File: src/rtl/pipe_front_regs_if.sv
// Handshake/data bundle between the pipeline front end and its
// surroundings: hazard/redirect controls in, PC and stage registers out.
interface pipe_front_regs_if;
  logic        pc_write;
  logic        ifid_write;
  logic        stall;
  logic        flush;
  logic        redirect_valid;
  logic [31:0] redirect_target;
  logic [31:0] instr_if;
  logic [11:0] id_ctrl;
  logic [4:0]  id_rt;
  logic [4:0]  id_rd;

  logic [31:0] pc;
  logic [31:0] ifid_instr;
  logic [31:0] ifid_pc4;
  logic        ifid_valid;
  logic [11:0] idex_ctrl;
  logic [4:0]  idex_rt;
  logic [4:0]  idex_rd;
  logic        idex_valid;
  logic [15:0] stall_cnt;
  logic [15:0] flush_cnt;
  logic        misalign;

  // Drives the controls and observes the pipeline registers.
  modport master (
    output pc_write, ifid_write, stall, flush, redirect_valid, redirect_target,
           instr_if, id_ctrl, id_rt, id_rd,
    input  pc, ifid_instr, ifid_pc4, ifid_valid, idex_ctrl, idex_rt, idex_rd,
           idex_valid, stall_cnt, flush_cnt, misalign
  );

  // The pipeline front end itself.
  modport slave (
    input  pc_write, ifid_write, stall, flush, redirect_valid, redirect_target,
           instr_if, id_ctrl, id_rt, id_rd,
    output pc, ifid_instr, ifid_pc4, ifid_valid, idex_ctrl, idex_rt, idex_rd,
           idex_valid, stall_cnt, flush_cnt, misalign
  );
endinterface

File: src/rtl/pipe_front_regs.sv
// Pipeline front end: PC register, IF/ID and ID/EX stage registers with
// stall/flush handling, saturating hazard counters and a sticky flag for
// misaligned redirect targets. All outputs come straight from flops.
module pipe_front_regs #(
  parameter logic [31:0] RESET_PC  = 32'h0000_0000,
  parameter logic [31:0] NOP_INSTR = 32'h0000_0000
) (
  input logic              clk,
  input logic              rst,
  pipe_front_regs_if.slave bus
);

  logic [31:0] pc_q, pc_d;
  logic [31:0] ifid_instr_q, ifid_instr_d;
  logic [31:0] ifid_pc4_q, ifid_pc4_d;
  logic        ifid_valid_q, ifid_valid_d;
  logic [11:0] idex_ctrl_q, idex_ctrl_d;
  logic [4:0]  idex_rt_q, idex_rt_d;
  logic [4:0]  idex_rd_q, idex_rd_d;
  logic        idex_valid_q, idex_valid_d;
  logic [15:0] stall_cnt_q, stall_cnt_d;
  logic [15:0] flush_cnt_q, flush_cnt_d;
  logic        misalign_q, misalign_d;

  logic [31:0] pc_plus4;
  logic        redirect_taken;

  // Stall beats flush, so a redirect during a stall is dropped, not deferred.
  assign pc_plus4       = pc_q + 32'd4;
  assign redirect_taken = !bus.stall && bus.flush && bus.redirect_valid;

  // PC next-state and misalign tracking.
  always_comb begin
    pc_d       = pc_q;
    misalign_d = misalign_q;
    if (bus.stall) begin
      pc_d = pc_q;
    end else if (redirect_taken) begin
      pc_d = {bus.redirect_target[31:2], 2'b00};
      if (bus.redirect_target[1:0] != 2'b00) begin
        misalign_d = 1'b1;
      end
    end else if (bus.pc_write) begin
      pc_d = pc_plus4;
    end
  end

  // IF/ID next-state: hold on stall, squash on flush, else load when enabled.
  always_comb begin
    ifid_instr_d = ifid_instr_q;
    ifid_pc4_d   = ifid_pc4_q;
    ifid_valid_d = ifid_valid_q;
    if (bus.stall) begin
      ifid_valid_d = ifid_valid_q;
    end else if (bus.flush) begin
      ifid_instr_d = NOP_INSTR;
      ifid_pc4_d   = 32'd0;
      ifid_valid_d = 1'b0;
    end else if (bus.ifid_write) begin
      ifid_instr_d = bus.instr_if;
      ifid_pc4_d   = pc_plus4;
      ifid_valid_d = 1'b1;
    end
  end

  // ID/EX next-state: bubble on stall or flush, else pass decode results.
  always_comb begin
    idex_ctrl_d  = bus.id_ctrl;
    idex_rt_d    = bus.id_rt;
    idex_rd_d    = bus.id_rd;
    idex_valid_d = ifid_valid_q;
    if (bus.stall || bus.flush) begin
      idex_ctrl_d  = 12'd0;
      idex_rt_d    = 5'd0;
      idex_rd_d    = 5'd0;
      idex_valid_d = 1'b0;
    end
  end

  // Saturating event counters; a flush hidden by a stall is not counted.
  always_comb begin
    stall_cnt_d = stall_cnt_q;
    flush_cnt_d = flush_cnt_q;
    if (bus.stall && (stall_cnt_q != 16'hFFFF)) begin
      stall_cnt_d = stall_cnt_q + 16'd1;
    end
    if (bus.flush && !bus.stall && (flush_cnt_q != 16'hFFFF)) begin
      flush_cnt_d = flush_cnt_q + 16'd1;
    end
  end

  // State registers with asynchronous active-high reset.
  always_ff @(posedge clk or posedge rst) begin
    if (rst) begin
      pc_q         <= RESET_PC;
      ifid_instr_q <= NOP_INSTR;
      ifid_pc4_q   <= 32'd0;
      ifid_valid_q <= 1'b0;
      idex_ctrl_q  <= 12'd0;
      idex_rt_q    <= 5'd0;
      idex_rd_q    <= 5'd0;
      idex_valid_q <= 1'b0;
      stall_cnt_q  <= 16'd0;
      flush_cnt_q  <= 16'd0;
      misalign_q   <= 1'b0;
    end else begin
      pc_q         <= pc_d;
      ifid_instr_q <= ifid_instr_d;
      ifid_pc4_q   <= ifid_pc4_d;
      ifid_valid_q <= ifid_valid_d;
      idex_ctrl_q  <= idex_ctrl_d;
      idex_rt_q    <= idex_rt_d;
      idex_rd_q    <= idex_rd_d;
      idex_valid_q <= idex_valid_d;
      stall_cnt_q  <= stall_cnt_d;
      flush_cnt_q  <= flush_cnt_d;
      misalign_q   <= misalign_d;
    end
  end

  assign bus.pc         = pc_q;
  assign bus.ifid_instr = ifid_instr_q;
  assign bus.ifid_pc4   = ifid_pc4_q;
  assign bus.ifid_valid = ifid_valid_q;
  assign bus.idex_ctrl  = idex_ctrl_q;
  assign bus.idex_rt    = idex_rt_q;
  assign bus.idex_rd    = idex_rd_q;
  assign bus.idex_valid = idex_valid_q;
  assign bus.stall_cnt  = stall_cnt_q;
  assign bus.flush_cnt  = flush_cnt_q;
  assign bus.misalign   = misalign_q;

endmodule

File: src/flat_wrapper.sv
// flat-port wrapper written by rule: the top's interface ports become plain ports
module pipe_front_regs_flat 
#(
  parameter logic [31:0] RESET_PC  = 32'h0000_0000,
  parameter logic [31:0] NOP_INSTR = 32'h0000_0000
)
  (clk, rst, bus_pc_write, bus_ifid_write, bus_stall, bus_flush, bus_redirect_valid, bus_redirect_target, bus_instr_if, bus_id_ctrl, bus_id_rt, bus_id_rd, bus_pc, bus_ifid_instr, bus_ifid_pc4, bus_ifid_valid, bus_idex_ctrl, bus_idex_rt, bus_idex_rd, bus_idex_valid, bus_stall_cnt, bus_flush_cnt, bus_misalign);
  pipe_front_regs_if bus_i ();
  input logic clk;
  input logic rst;
  input wire logic [$bits(bus_i.pc_write)-1:0] bus_pc_write;
  input wire logic [$bits(bus_i.ifid_write)-1:0] bus_ifid_write;
  input wire logic [$bits(bus_i.stall)-1:0] bus_stall;
  input wire logic [$bits(bus_i.flush)-1:0] bus_flush;
  input wire logic [$bits(bus_i.redirect_valid)-1:0] bus_redirect_valid;
  input wire logic [$bits(bus_i.redirect_target)-1:0] bus_redirect_target;
  input wire logic [$bits(bus_i.instr_if)-1:0] bus_instr_if;
  input wire logic [$bits(bus_i.id_ctrl)-1:0] bus_id_ctrl;
  input wire logic [$bits(bus_i.id_rt)-1:0] bus_id_rt;
  input wire logic [$bits(bus_i.id_rd)-1:0] bus_id_rd;
  output wire logic [$bits(bus_i.pc)-1:0] bus_pc;
  output wire logic [$bits(bus_i.ifid_instr)-1:0] bus_ifid_instr;
  output wire logic [$bits(bus_i.ifid_pc4)-1:0] bus_ifid_pc4;
  output wire logic [$bits(bus_i.ifid_valid)-1:0] bus_ifid_valid;
  output wire logic [$bits(bus_i.idex_ctrl)-1:0] bus_idex_ctrl;
  output wire logic [$bits(bus_i.idex_rt)-1:0] bus_idex_rt;
  output wire logic [$bits(bus_i.idex_rd)-1:0] bus_idex_rd;
  output wire logic [$bits(bus_i.idex_valid)-1:0] bus_idex_valid;
  output wire logic [$bits(bus_i.stall_cnt)-1:0] bus_stall_cnt;
  output wire logic [$bits(bus_i.flush_cnt)-1:0] bus_flush_cnt;
  output wire logic [$bits(bus_i.misalign)-1:0] bus_misalign;
  assign bus_i.pc_write = bus_pc_write;
  assign bus_i.ifid_write = bus_ifid_write;
  assign bus_i.stall = bus_stall;
  assign bus_i.flush = bus_flush;
  assign bus_i.redirect_valid = bus_redirect_valid;
  assign bus_i.redirect_target = bus_redirect_target;
  assign bus_i.instr_if = bus_instr_if;
  assign bus_i.id_ctrl = bus_id_ctrl;
  assign bus_i.id_rt = bus_id_rt;
  assign bus_i.id_rd = bus_id_rd;
  assign bus_pc = bus_i.pc;
  assign bus_ifid_instr = bus_i.ifid_instr;
  assign bus_ifid_pc4 = bus_i.ifid_pc4;
  assign bus_ifid_valid = bus_i.ifid_valid;
  assign bus_idex_ctrl = bus_i.idex_ctrl;
  assign bus_idex_rt = bus_i.idex_rt;
  assign bus_idex_rd = bus_i.idex_rd;
  assign bus_idex_valid = bus_i.idex_valid;
  assign bus_stall_cnt = bus_i.stall_cnt;
  assign bus_flush_cnt = bus_i.flush_cnt;
  assign bus_misalign = bus_i.misalign;
  pipe_front_regs #(.RESET_PC(RESET_PC), .NOP_INSTR(NOP_INSTR)) u_core (.clk(clk), .rst(rst), .bus(bus_i));
endmodule
File: config.mk
export PLATFORM = sky130hd
export DESIGN_NAME = pipe_front_regs_flat
export DESIGN_NICKNAME = d
export VERILOG_FILES = /design/src/rtl/pipe_front_regs_if.sv /design/src/rtl/pipe_front_regs.sv /design/src/flat_wrapper.sv
export SDC_FILE = /design/constraint.sdc
export NUM_CORES = 1
export LEC_CHECK = 0
export CORE_ASPECT_RATIO = 1.1
export CORE_UTILIZATION = 27
export DETAILED_ROUTE_END_ITERATION = 8
export SYNTH_ARGS = -nofsm -noshare
export SYNTH_HDL_FRONTEND = slang
export SYNTH_SLANG_ARGS = --single-unit
File: constraint.sdc
create_clock -name clk -period 6.9 [get_ports clk]
set_input_delay 1.38 -clock clk [delete_from_list [all_inputs] [get_ports clk]]
set_output_delay 1.38 -clock clk [all_outputs]
set_load 0.03 [all_outputs]
==> metrics.cfg <==
[status]
status=finished, violations left
violations=DRC

[sta]
fin_setup_tns_ns=0
hold_violations=0
slew_viol_final=0
fin_crit_sh=0.539
max-slew-margin-rel=0.342
skew_ns=0.00941
setup_viol=0
max_freq_mhz=269
rsz0062_at_grt=no
period_minus_slack_ns=3.72
max_slew.worst_pin.slew_ns=0.986
setup_slack_ns=3.18

[die]
ios=246
die_y_um=167
die_w_um=152
core-area_um2=24400
rows=60
initial_core_util=0.274
dieArea_um2=25400

[drt]
wl_met3_um=1400
ant_nets=0
drtIter0Drc=296
wl_per_cell_um=17.6
viasPerCell=4.73
routed_wirelength_um=20700
top_layer_used=met4
met1_length_um=9200
firstDrtPassIters=8
vias=5559
routed-wl-met2_um=9850
route.detailed.drc=30

[yosys]
netlist_instances=622
synth_area_um2=6690
ys_types=52
synth-seq-area-share=0.561
synth_warnings=0
synth_seq_cells=150
syn_avg_cell_area_um2=10.8

[placement]
io_buffers=243
gp_congestion=0.803
detailedPlace.worstSlack_ns=2.77
dp.cells=1143
post-dp-hpwl_um=14800

[global_route]
antenna_found_initial=0
globalRouteOverflowTotal=0
grt_pass1_wl_um=32400
first_global_vias=5604
grt_max_degree=89
grt_usage=0.165

[setup_path]
r2r_start=u_core.bus.pc[2]
end_kind=flip-flop
startpoint=bus_stall
crit_slowest_cell=and2_1
critPathRequiredTime_ns=7.20
cp-start-kind=primary input
cp_max_fo=25
path_cells=clkdlybuf4s50_1 > nor2b_1 > and2_1 > nor4_1 > a221o_1
reg2reg_depth=6
slowest_delay_ns=0.87
cp.arrival_ns=4.02
crit_type=primary input to flip-flop

[min_path]
whs_path_depth=2
hold_start=u_core.bus.ifid_pc4[17]
hold_class=flip-flop to flip-flop

[power_and_ir_drop]
ir_drop_uv=176
powerDensity_nw_per_um2=297
leakage_uw=0.00412
power_uw=2960

[clock_network]
clockRootBuffer=clkbuf_16
clock_latency_ns=0.42
cts_buffers=17
clkTransAtPathRegs_ns=0.07
cts_tree=built
cts_sinks=150
cts-htree-levels=4
postCtsSetupRepairBufs=0
ctsHoldBuffers=0
cts_resized=0
cts_buffer_depth=2

[job]
maxCapViolations=0

[final_layout]
regArea_um2=3750
fillers=2348
diodes=0
drive_gt1_frac=0.0613
multi_input_area_um2=2720
final_nets=948
final_util=0.408
syn_to_final_growth_pct=48.9
final_cells=1175

[cell families after synthesis]
kind of cell | count (synthesis) | synth area share
buf+inv | 48 | 0.0353
xor+xnor | 63 | 0.0824
fa+ha+maj | 3 | 0.00561
flops | 150 | 0.561
mux | 2 | 0.00336
other cells | 1 | 0.000560
simple gates | 221 | 0.179
compound gates | 134 | 0.132
[metrics by stage]
stage               hold slack (ns)  area, um2
finish                        0.483       9960
global route                  0.506       9960
CTS                           0.488       9960
detailed placement            0.473       9380
global placement              0.465       9380
floorplan                     0.654       6700
[report_power, final]
part	internal (uW)	total [uW]	leakage, uW	switching (uW)
Sequential	998	1170	0.00196	168
Combinational	369	847	0.00187	478
Clock	549	948	0.000286	399
[cells in the mapped netlist, drive strengths merged]
| master | count | share of area |
|---|---|---|
| nor4 | 10 | 0.015 |
| a2111oi | 1 | 0.0013 |
| or2 | 1 | 0.00094 |
| a21oi | 19 | 0.014 |
| or4b | 1 | 0.0015 |
| a221o | 2 | 0.0030 |
| nand2 | 73 | 0.041 |
| and2 | 26 | 0.024 |
| a41oi | 3 | 0.0039 |
| nand4 | 17 | 0.020 |
| a21o | 3 | 0.0034 |
| nor3b | 2 | 0.0022 |
| ha | 3 | 0.0056 |
| o31a | 1 | 0.0013 |
| o21ai | 48 | 0.036 |
| or4 | 4 | 0.0050 |
| o22ai | 5 | 0.0047 |
| dfrtp | 150 | 0.56 |
| o22a | 1 | 0.0013 |
| xor2 | 27 | 0.035 |
| nor3 | 11 | 0.012 |
| mux2 | 2 | 0.0034 |
| xnor2 | 36 | 0.047 |
| clkbuf | 26 | 0.015 |
| a22o | 34 | 0.044 |
| nor2b | 2 | 0.0019 |
| a22oi | 7 | 0.0079 |
| nand3b | 2 | 0.0022 |
| and4 | 3 | 0.0041 |
| nand3 | 32 | 0.024 |
| nor2 | 26 | 0.015 |
| or3 | 2 | 0.0019 |
| nand2b | 1 | 0.00094 |
| inv | 9 | 0.0050 |
| o21bai | 1 | 0.0011 |
| and3 | 8 | 0.0075 |
| buf | 13 | 0.015 |
| a31oi | 5 | 0.0047 |
| o311ai | 4 | 0.0052 |
| conb | 1 | 0.00056 |
[area by class of cell]
class / instances / share of cell area
Clock buffer: 19 / 0.0445
Clock inverter: 13 / 0.0146
Inverter: 9 / 0.00389
Multi-Input combinational cell: 425 / 0.273
Sequential cell: 150 / 0.377
Tap cell: 310 / 0.0389
Timing Repair Buffer: 249 / 0.249
[per-layer routing]
metal | vias up | track usage
met2 | 158 | 0.264
met1 | 2732 | 0.215
li1 | 2652 | -
met4 | 0 | 0.0430
met5 | - | 0
met3 | 17 | 0.0525
[worst paths after layout]
kind	to	slack [ns]
worst max-delay path	u_core.bus.pc[16]	3.18
min in group asynchronous	u_core.bus.flush_cnt[13]	1.49
worst max register to register	u_core.bus.ifid_pc4[30]	4.51
worst min register to register	u_core.bus.ifid_pc4[17]	0.48
worst min-delay path	u_core.bus.ifid_pc4[17]	0.48
max in group asynchronous	u_core.bus.pc[13]	4.02
[flip-flops by register name, summed over array words and instances, names as in the netlist]
name,count
u_core.bus.flush_cnt,16
u_core.bus.ifid_pc4,31
u_core.bus.ifid_valid,1
u_core.bus.idex_rd,5
u_core.bus.idex_rt,5
u_core.bus.misalign,1
u_core.bus.idex_valid,1
u_core.bus.idex_ctrl,12
u_core.bus.ifid_instr,32
u_core.bus.pc,30
u_core.bus.stall_cnt,16
[worst max-delay path: cells and delay by family]
| family | cells | cell delay (ns) |
|---|---|---|
| buffers and inverters | 1 | 0.73 |
| and+or+nand+nor | 3 | 1.60 |
| AOI/OAI and AO/OA | 1 | 0.29 |
[cell usage in the layout, fill, tap and decap left out, drive strengths merged, types with 26 or more instances in the layout]
master and n:
a22o 34, and2 26, clkdlybuf4s50 243, dfrtp 150, nand2 73, nand3 32, nor2 26, o21ai 48
xnor2 36, xor2 27
Note: power is estimated with default switching activity, not from simulation.
